### src/rtl/ctrl_pipe_if.sv
// rtl/ctrl_pipe_if.sv - D-stage instruction/compare inputs and per-stage control outputs of ctrl_pipe
interface ctrl_pipe_if #(
  parameter int REG_AW  = 5,
  parameter int ALUOP_W = 3
);
  logic [31:0]        instr_d;
  logic               zero_d;
  logic [1:0]         pc_sel;
  logic [2:0]         npc_sel;
  logic               ext_op_d;
  logic               stall;
  logic [1:0]         fwd_rs_d;
  logic [1:0]         fwd_rt_d;
  logic [1:0]         fwd_rs_e;
  logic [1:0]         fwd_rt_e;
  logic               fwd_rt_m;
  logic [ALUOP_W-1:0] alu_op_e;
  logic               alu_src_e;
  logic               mem_wr_m;
  logic               regwr_w;
  logic [1:0]         wsel_w;
  logic [REG_AW-1:0]  waddr_w;

  modport master (
    output instr_d, zero_d,
    input  pc_sel, npc_sel, ext_op_d, stall, fwd_rs_d, fwd_rt_d, fwd_rs_e, fwd_rt_e,
    input  fwd_rt_m, alu_op_e, alu_src_e, mem_wr_m, regwr_w, wsel_w, waddr_w
  );

  modport slave (
    input  instr_d, zero_d,
    output pc_sel, npc_sel, ext_op_d, stall, fwd_rs_d, fwd_rt_d, fwd_rs_e, fwd_rt_e,
    output fwd_rt_m, alu_op_e, alu_src_e, mem_wr_m, regwr_w, wsel_w, waddr_w
  );
endinterface

### src/rtl/ctrl_pipe.sv
// rtl/ctrl_pipe.sv - pipelined MIPS control: D decode, E/M/W control words, hazards, forwarding
// Forwarding is enabled by CTRL_PIPE_FWD_EN; without it the unit is a full interlock.
module ctrl_pipe #(
  parameter int REG_AW   = 5,
  parameter int LINK_REG = 31,
  parameter int ALUOP_W  = 3
) (
  input logic        clk,
  input logic        reset,
  ctrl_pipe_if.slave bus
);
  localparam logic [ALUOP_W-1:0] ALU_ADD = ALUOP_W'(0);
  localparam logic [ALUOP_W-1:0] ALU_SUB = ALUOP_W'(1);
  localparam logic [ALUOP_W-1:0] ALU_OR  = ALUOP_W'(2);
  localparam logic [ALUOP_W-1:0] ALU_LUI = ALUOP_W'(3);

  // use_rs/use_rt mark operands read in E; mem_wr implies rt is read in M
  typedef struct packed {
    logic               regwr;
    logic [REG_AW-1:0]  waddr;
    logic [1:0]         wsel;
    logic [ALUOP_W-1:0] alu_op;
    logic               alu_src;
    logic               mem_wr;
    logic               is_load;
    logic [REG_AW-1:0]  rs;
    logic [REG_AW-1:0]  rt;
    logic               use_rs;
    logic               use_rt;
  } ctrl_t;

  ctrl_t dec, e_q, m_q, w_q;

  logic [5:0]        op, fn;
  logic [REG_AW-1:0] rs_d, rt_d, rd_d;
  logic              op_addu, op_subu, op_jr, op_ori, op_lui, op_lw, op_sw, op_beq, op_j, op_jal;
  logic              d_rs, d_rt, d_branch;
  logic [1:0]        pc_sel_d;
  logic [2:0]        npc_sel_d;
  logic              stall;

  assign op   = bus.instr_d[31:26];
  assign fn   = bus.instr_d[5:0];
  assign rs_d = REG_AW'(bus.instr_d[25:21]);
  assign rt_d = REG_AW'(bus.instr_d[20:16]);
  assign rd_d = REG_AW'(bus.instr_d[15:11]);

  assign op_addu = (op == 6'h00) && (fn == 6'h21);
  assign op_subu = (op == 6'h00) && (fn == 6'h23);
  assign op_jr   = (op == 6'h00) && (fn == 6'h08);
  assign op_ori  = (op == 6'h0d);
  assign op_lui  = (op == 6'h0f);
  assign op_lw   = (op == 6'h23);
  assign op_sw   = (op == 6'h2b);
  assign op_beq  = (op == 6'h04);
  assign op_j    = (op == 6'h02);
  assign op_jal  = (op == 6'h03);

  assign d_rs     = op_beq | op_jr;
  assign d_rt     = op_beq;
  assign d_branch = op_beq | op_jr;

  function automatic logic hit(input logic [REG_AW-1:0] src, input logic [REG_AW-1:0] dst);
    return (src != '0) && (src == dst);
  endfunction

  function automatic logic reads(input logic ur, input logic ut, input logic [REG_AW-1:0] rs,
                                 input logic [REG_AW-1:0] rt, input logic [REG_AW-1:0] dst);
    return (ur && hit(rs, dst)) || (ut && hit(rt, dst));
  endfunction

  always_comb begin
    dec = '0;
    if (op_addu | op_subu)           dec.waddr = rd_d;
    else if (op_ori | op_lui | op_lw) dec.waddr = rt_d;
    else if (op_jal)                  dec.waddr = REG_AW'(LINK_REG);
    dec.regwr   = (op_addu | op_subu | op_ori | op_lui | op_lw | op_jal) && (dec.waddr != '0);
    dec.wsel    = op_lw ? 2'b01 : (op_jal ? 2'b10 : 2'b00);
    dec.alu_op  = op_subu ? ALU_SUB : (op_ori ? ALU_OR : (op_lui ? ALU_LUI : ALU_ADD));
    dec.alu_src = op_ori | op_lui | op_lw | op_sw;
    dec.mem_wr  = op_sw;
    dec.is_load = op_lw;
    dec.rs      = rs_d;
    dec.rt      = rt_d;
    dec.use_rs  = op_addu | op_subu | op_ori | op_lui | op_lw | op_sw;
    dec.use_rt  = op_addu | op_subu;
  end

  always_comb begin
    pc_sel_d  = 2'b00;
    npc_sel_d = 3'b000;
    if (op_beq) begin
      npc_sel_d = 3'b001;
      if (bus.zero_d) pc_sel_d = 2'b01;
    end else if (op_jal) begin
      npc_sel_d = 3'b010;
      pc_sel_d  = 2'b01;
    end else if (op_jr) begin
      npc_sel_d = 3'b011;
      pc_sel_d  = 2'b10;
    end else if (op_j) begin
      npc_sel_d = 3'b100;
      pc_sel_d  = 2'b01;
    end
  end

`ifdef CTRL_PIPE_FWD_EN
  // A load still in M has no result yet, so only W may feed a load's consumer
  function automatic logic [1:0] fwd_src(input logic [REG_AW-1:0] src, input ctrl_t m, input ctrl_t w);
    if (m.regwr && !m.is_load && hit(src, m.waddr)) return 2'b01;
    if (w.regwr && hit(src, w.waddr))               return 2'b10;
    return 2'b00;
  endfunction

  assign stall = (e_q.is_load && reads(d_rs | dec.use_rs, d_rt | dec.use_rt, rs_d, rt_d, e_q.waddr))
              || (d_branch && e_q.regwr && reads(d_rs, d_rt, rs_d, rt_d, e_q.waddr))
              || (d_branch && m_q.is_load && reads(d_rs, d_rt, rs_d, rt_d, m_q.waddr));

  assign bus.fwd_rs_d = d_rs ? fwd_src(rs_d, m_q, w_q) : 2'b00;
  assign bus.fwd_rt_d = d_rt ? fwd_src(rt_d, m_q, w_q) : 2'b00;
  assign bus.fwd_rs_e = e_q.use_rs ? fwd_src(e_q.rs, m_q, w_q) : 2'b00;
  assign bus.fwd_rt_e = e_q.use_rt ? fwd_src(e_q.rt, m_q, w_q) : 2'b00;
  assign bus.fwd_rt_m = m_q.mem_wr && w_q.regwr && hit(m_q.rt, w_q.waddr);
`else
  logic any_rs, any_rt;
  assign any_rs = d_rs | dec.use_rs;
  assign any_rt = d_rt | dec.use_rt | dec.mem_wr;

  assign stall = (e_q.regwr && reads(any_rs, any_rt, rs_d, rt_d, e_q.waddr))
              || (m_q.regwr && reads(any_rs, any_rt, rs_d, rt_d, m_q.waddr));

  assign bus.fwd_rs_d = 2'b00;
  assign bus.fwd_rt_d = 2'b00;
  assign bus.fwd_rs_e = 2'b00;
  assign bus.fwd_rt_e = 2'b00;
  assign bus.fwd_rt_m = 1'b0;
`endif

  always_ff @(posedge clk or posedge reset) begin
    if (reset) begin
      e_q <= '0;
      m_q <= '0;
      w_q <= '0;
    end else begin
      e_q <= stall ? '0 : dec;
      m_q <= e_q;
      w_q <= m_q;
    end
  end

  assign bus.stall     = stall;
  assign bus.pc_sel    = stall ? 2'b00 : pc_sel_d;
  assign bus.npc_sel   = stall ? 3'b000 : npc_sel_d;
  assign bus.ext_op_d  = (op_lw | op_sw) & ~reset;
  assign bus.alu_op_e  = e_q.alu_op;
  assign bus.alu_src_e = e_q.alu_src;
  assign bus.mem_wr_m  = m_q.mem_wr;
  assign bus.regwr_w   = w_q.regwr;
  assign bus.wsel_w    = w_q.wsel;
  assign bus.waddr_w   = w_q.waddr;

  // Stage fields kept for uniform shifting but not consumed in every stage
  logic unused_stage_bits;
  assign unused_stage_bits = ^{e_q, m_q, w_q, bus.instr_d};
endmodule

### src/flat_wrapper.sv
// flat-port wrapper written by rule: the top's interface ports become plain ports
module ctrl_pipe_flat 
#(
  parameter int REG_AW   = 5,
  parameter int LINK_REG = 31,
  parameter int ALUOP_W  = 3
)
  (clk, reset, bus_instr_d, bus_zero_d, bus_pc_sel, bus_npc_sel, bus_ext_op_d, bus_stall, bus_fwd_rs_d, bus_fwd_rt_d, bus_fwd_rs_e, bus_fwd_rt_e, bus_fwd_rt_m, bus_alu_op_e, bus_alu_src_e, bus_mem_wr_m, bus_regwr_w, bus_wsel_w, bus_waddr_w);
  ctrl_pipe_if #(.REG_AW(REG_AW), .ALUOP_W(ALUOP_W)) bus_i ();
  input logic clk;
  input logic reset;
  input wire logic [$bits(bus_i.instr_d)-1:0] bus_instr_d;
  input wire logic [$bits(bus_i.zero_d)-1:0] bus_zero_d;
  output wire logic [$bits(bus_i.pc_sel)-1:0] bus_pc_sel;
  output wire logic [$bits(bus_i.npc_sel)-1:0] bus_npc_sel;
  output wire logic [$bits(bus_i.ext_op_d)-1:0] bus_ext_op_d;
  output wire logic [$bits(bus_i.stall)-1:0] bus_stall;
  output wire logic [$bits(bus_i.fwd_rs_d)-1:0] bus_fwd_rs_d;
  output wire logic [$bits(bus_i.fwd_rt_d)-1:0] bus_fwd_rt_d;
  output wire logic [$bits(bus_i.fwd_rs_e)-1:0] bus_fwd_rs_e;
  output wire logic [$bits(bus_i.fwd_rt_e)-1:0] bus_fwd_rt_e;
  output wire logic [$bits(bus_i.fwd_rt_m)-1:0] bus_fwd_rt_m;
  output wire logic [$bits(bus_i.alu_op_e)-1:0] bus_alu_op_e;
  output wire logic [$bits(bus_i.alu_src_e)-1:0] bus_alu_src_e;
  output wire logic [$bits(bus_i.mem_wr_m)-1:0] bus_mem_wr_m;
  output wire logic [$bits(bus_i.regwr_w)-1:0] bus_regwr_w;
  output wire logic [$bits(bus_i.wsel_w)-1:0] bus_wsel_w;
  output wire logic [$bits(bus_i.waddr_w)-1:0] bus_waddr_w;
  assign bus_i.instr_d = bus_instr_d;
  assign bus_i.zero_d = bus_zero_d;
  assign bus_pc_sel = bus_i.pc_sel;
  assign bus_npc_sel = bus_i.npc_sel;
  assign bus_ext_op_d = bus_i.ext_op_d;
  assign bus_stall = bus_i.stall;
  assign bus_fwd_rs_d = bus_i.fwd_rs_d;
  assign bus_fwd_rt_d = bus_i.fwd_rt_d;
  assign bus_fwd_rs_e = bus_i.fwd_rs_e;
  assign bus_fwd_rt_e = bus_i.fwd_rt_e;
  assign bus_fwd_rt_m = bus_i.fwd_rt_m;
  assign bus_alu_op_e = bus_i.alu_op_e;
  assign bus_alu_src_e = bus_i.alu_src_e;
  assign bus_mem_wr_m = bus_i.mem_wr_m;
  assign bus_regwr_w = bus_i.regwr_w;
  assign bus_wsel_w = bus_i.wsel_w;
  assign bus_waddr_w = bus_i.waddr_w;
  ctrl_pipe #(.REG_AW(REG_AW), .LINK_REG(LINK_REG), .ALUOP_W(ALUOP_W)) u_core (.clk(clk), .reset(reset), .bus(bus_i));
endmodule
### config.mk
export PLATFORM = sky130hd
export DESIGN_NAME = ctrl_pipe_flat
export DESIGN_NICKNAME = d
export VERILOG_FILES = /design/src/rtl/ctrl_pipe_if.sv /design/src/rtl/ctrl_pipe.sv /design/src/flat_wrapper.sv
export SDC_FILE = /design/constraint.sdc
export NUM_CORES = 1
export LEC_CHECK = 0
export CELL_PAD_IN_SITES_DETAIL_PLACEMENT = 1
export CELL_PAD_IN_SITES_GLOBAL_PLACEMENT = 1
export CORE_AREA = 3 3 70 72
export CTS_BUF_LIST = sky130_fd_sc_hd__clkbuf_2
export DETAILED_ROUTE_END_ITERATION = 16
export DIE_AREA = 0 0 73 75
export HOLD_SLACK_MARGIN = 0.12
export PLACE_DENSITY_LB_ADDON = 0.1
export SYNTH_ARGS = -nofsm -noshare
export SYNTH_HDL_FRONTEND = slang
export SYNTH_SLANG_ARGS = --single-unit
export TNS_END_PERCENT = 10
### constraint.sdc
create_clock -name clk -period 4.3 [get_ports clk]
set_input_delay 0.86 -clock clk [delete_from_list [all_inputs] [get_ports clk]]
set_output_delay 0.86 -clock clk [all_outputs]
set_load 0.02 [all_outputs]
==> metrics.txt <==
share of cells above drive strength 1 9.043%; Worst setup EP type primary output; synth-to-layout area growth 35.05%; worst hold path type reg2reg; RSZ-0062 raised after global routing no; initial antenna violation count 0; worst-path maximum fanout 15; Final HPWL DP 3103 um; Avg Vias per Cell 5.067; Root Buffer clkbuf_2; Initial DRT Pass Iterations 4; Post-Synthesis Cells approximately 140; vias in the first global route 1332; # IOs 64; power share of the clock group 32.8%; worst rel slew slack 31.06%; register area share after synthesis 48.05%; Setup Viol. Count Final 0; TNS Setup 0 ps; CP arrival 3260 ps; switching share of power 24.60%; core area between 0.004 and 0.005 mm^2; slew of the pin with the lowest slew margin 1033 ps; vias 1216; max-slew violation count 0; largest net degree at the start of global routing 30; Comb pwr share roughly 16%; CP Class in2out; IR drop worst, VDD 0.1069 mV; violation count after the first detailed-routing iteration 77; post-layout util a little under half; Worst Clk Skew about 14 ps; Pleak 0.0008825 uW; Vert. Die Dim 75 um; final wirelength 3824 um; CTS Sinks 29; Port Buffers 48; final hold violation count 0; Yosys warnings 0; global-route wire length before repair 6389 um; syn_area_per_cell 10.94 um^2; die area 0.005475 mm^2; Worst EP required 3440 ps; number of diodes 0; CTS H-Tree Depth 2; hold_buf cts 0; row count 24; Worst-Skew Late Latency 350 ps; footprint of the multi-input gates 678.2 um^2; Horiz. Die Dim 73 um; min Tclk post-route 4122 ps; Reg area 725.7 um^2; Startpoint Class input port; PwrDens between 200 and 300 mW/mm^2; internal power 417.7 uW; GRT Total Usage 15.28%; Clock Path Buffers 2; cts repair resizes 0; Post-route DRC 0; number of fill cells 490; run status complete, no violations; clock slew seen by the registers of the worst setup and hold paths 140 ps; Final Cycle Share 95.85%; Yosys reg bits 29; cell area after synthesis 0.001510 mm^2; CTS Buf Count 5; number of max-cap violations 0; placer congestion estimate 0.8145; Seq pwr share 51.4%; nets 223; CTS tree done; Overflow after GRT 0; fmax ~0.24 GHz; Routed Antenna Nets 0; WL/cell roughly 16 um; Cell variety after synth 36; effective utilization at floorplan 34.68%; # Post-CTS Setup Buffers 0; Net Sw Power 136.3 uW
power by group through the flow:
stage	Sequential (uW)	Combinational (uW)	Clock, uW
2_1_floorplan	292	45.4	0
3_3_place_gp	290	86.2	0
3_5_place_dp	290	88.3	0
4_1_cts	285	88.7	189
5_1_grt	286	96.2	206
6_report	284	87.6	182
placed cells by master, fill, tap and decap left out, types with 2 or more instances in the layout:
cell type and instances:
a211oi_1 2, a221oi_1 6, a22oi_1 2, buf_4 2, clkbuf_2 5, clkdlybuf4s50_1 48, conb_1 10, dfrtp_1 29
inv_1 4, nand2_1 7, nand3_1 3, nand3b_1 3, nand4_1 3, nor2_1 7, nor3_1 7, nor4_1 5
o31ai_1 6, or4_4 2, xnor2_1 12, xor2_1 8
area by class of cell:
class	instances	share of cell area (%)
multi-input cells	98	33.25
clock buffers	5	1.227
repair buffers	50	24.29
inverters	4	0.7362
flip-flops and latches	29	35.58
well taps	52	3.190
clock inverters	2	1.718
stage by stage:
step                      hold slack (ps)  area (um^2)  power [uW]  worst slack, ps  std cells
after floorplan                     331.2         1544       336.9             1058        147
after global placement              333.1         1979       376.0            201.8        233
after detailed placement            336.2         1979       378.3            188.5        233
after CTS                           366.2         2039       562.5            177.9        240
after global routing                398.4         2039       587.8            36.08        240
final                               361.9         2039       554.0            178.3        240
worst max-delay path, cell delays in order:
cell	delay, ps
clkdlybuf4s50_1	580
nand3b_1	140
or3b_4	450
nor2_2	150
o311a_4	340
o21a_1	140
clkdlybuf4s50_1	600
Yosys cell counts, drive strengths merged:
cell type	number	area, um^2
or3	1	6.260
nand4	3	18.77
o22ai	1	6.260
a21oi	1	8.760
inv	4	15.01
o31ai	6	45.04
nand3b	3	22.52
o21a	1	7.510
nor2b	1	6.260
nand2	7	26.28
a211oi	3	27.52
a221oi	6	52.55
or3b	1	11.26
o311a	1	21.27
dfrtp	29	725.7
nor3	8	51.30
and3	1	6.260
or4	3	30.03
nand3	3	15.01
conb	1	3.750
a22oi	2	15.01
xnor2	12	105.1
nor4	5	31.28
clkbuf	1	5.000
o21ai	1	5.000
or4b	1	10.01
buf	15	120.1
and3b	1	8.760
xor2	8	70.07
nor2	8	32.54
registers in the layout, summed over array words and instances (netlist names):
name	count
u_core.e_q	9
u_core.m_q	8
u_core.bus.waddr_w	5
u_core.bus.alu_op_e	2
u_core.bus.wsel_w	2
u_core.bus.alu_src_e	1
u_core.bus.mem_wr_m	1
u_core.bus.regwr_w	1
metal layers:
layer,up-vias,track usage (%),wire length [um]
li1,580,-,-
met1,593,17.84,1580
met2,37,27.01,1985
met3,6,4.406,200
met4,0,4.918,59
met5,-,0,0
final timing paths:
check                                         start                              to  slack [ps]  depth (start not counted)
max                                 bus_instr_d[27]                       bus_stall         180                          7
min in group asynchronous                     reset  u_core.bus.wsel_w[0]$_DFF_PP0_        1080                          2
max in group asynchronous                     reset        u_core.e_q[20]$_DFF_PP0_        2580                          2
max reg2reg                u_core.m_q[20]$_DFF_PP0_        u_core.e_q[20]$_DFF_PP0_        2400                          6
min reg2reg                u_core.e_q[18]$_DFF_PP0_        u_core.m_q[18]$_DFF_PP0_         360                          0
min                        u_core.e_q[18]$_DFF_PP0_        u_core.m_q[18]$_DFF_PP0_         360                          0
logic make-up after synthesis:
kind of cell    count (synthesis)  share of synthesized area (%)
simple gates                   46                          18.31
flops                          29                          48.05
compound gates                 22                          12.51
xor+xnor                       20                          11.60
buf+inv                        20                          9.279
other cells                     1                         0.2483
Power figures use the tool's default switching activity.
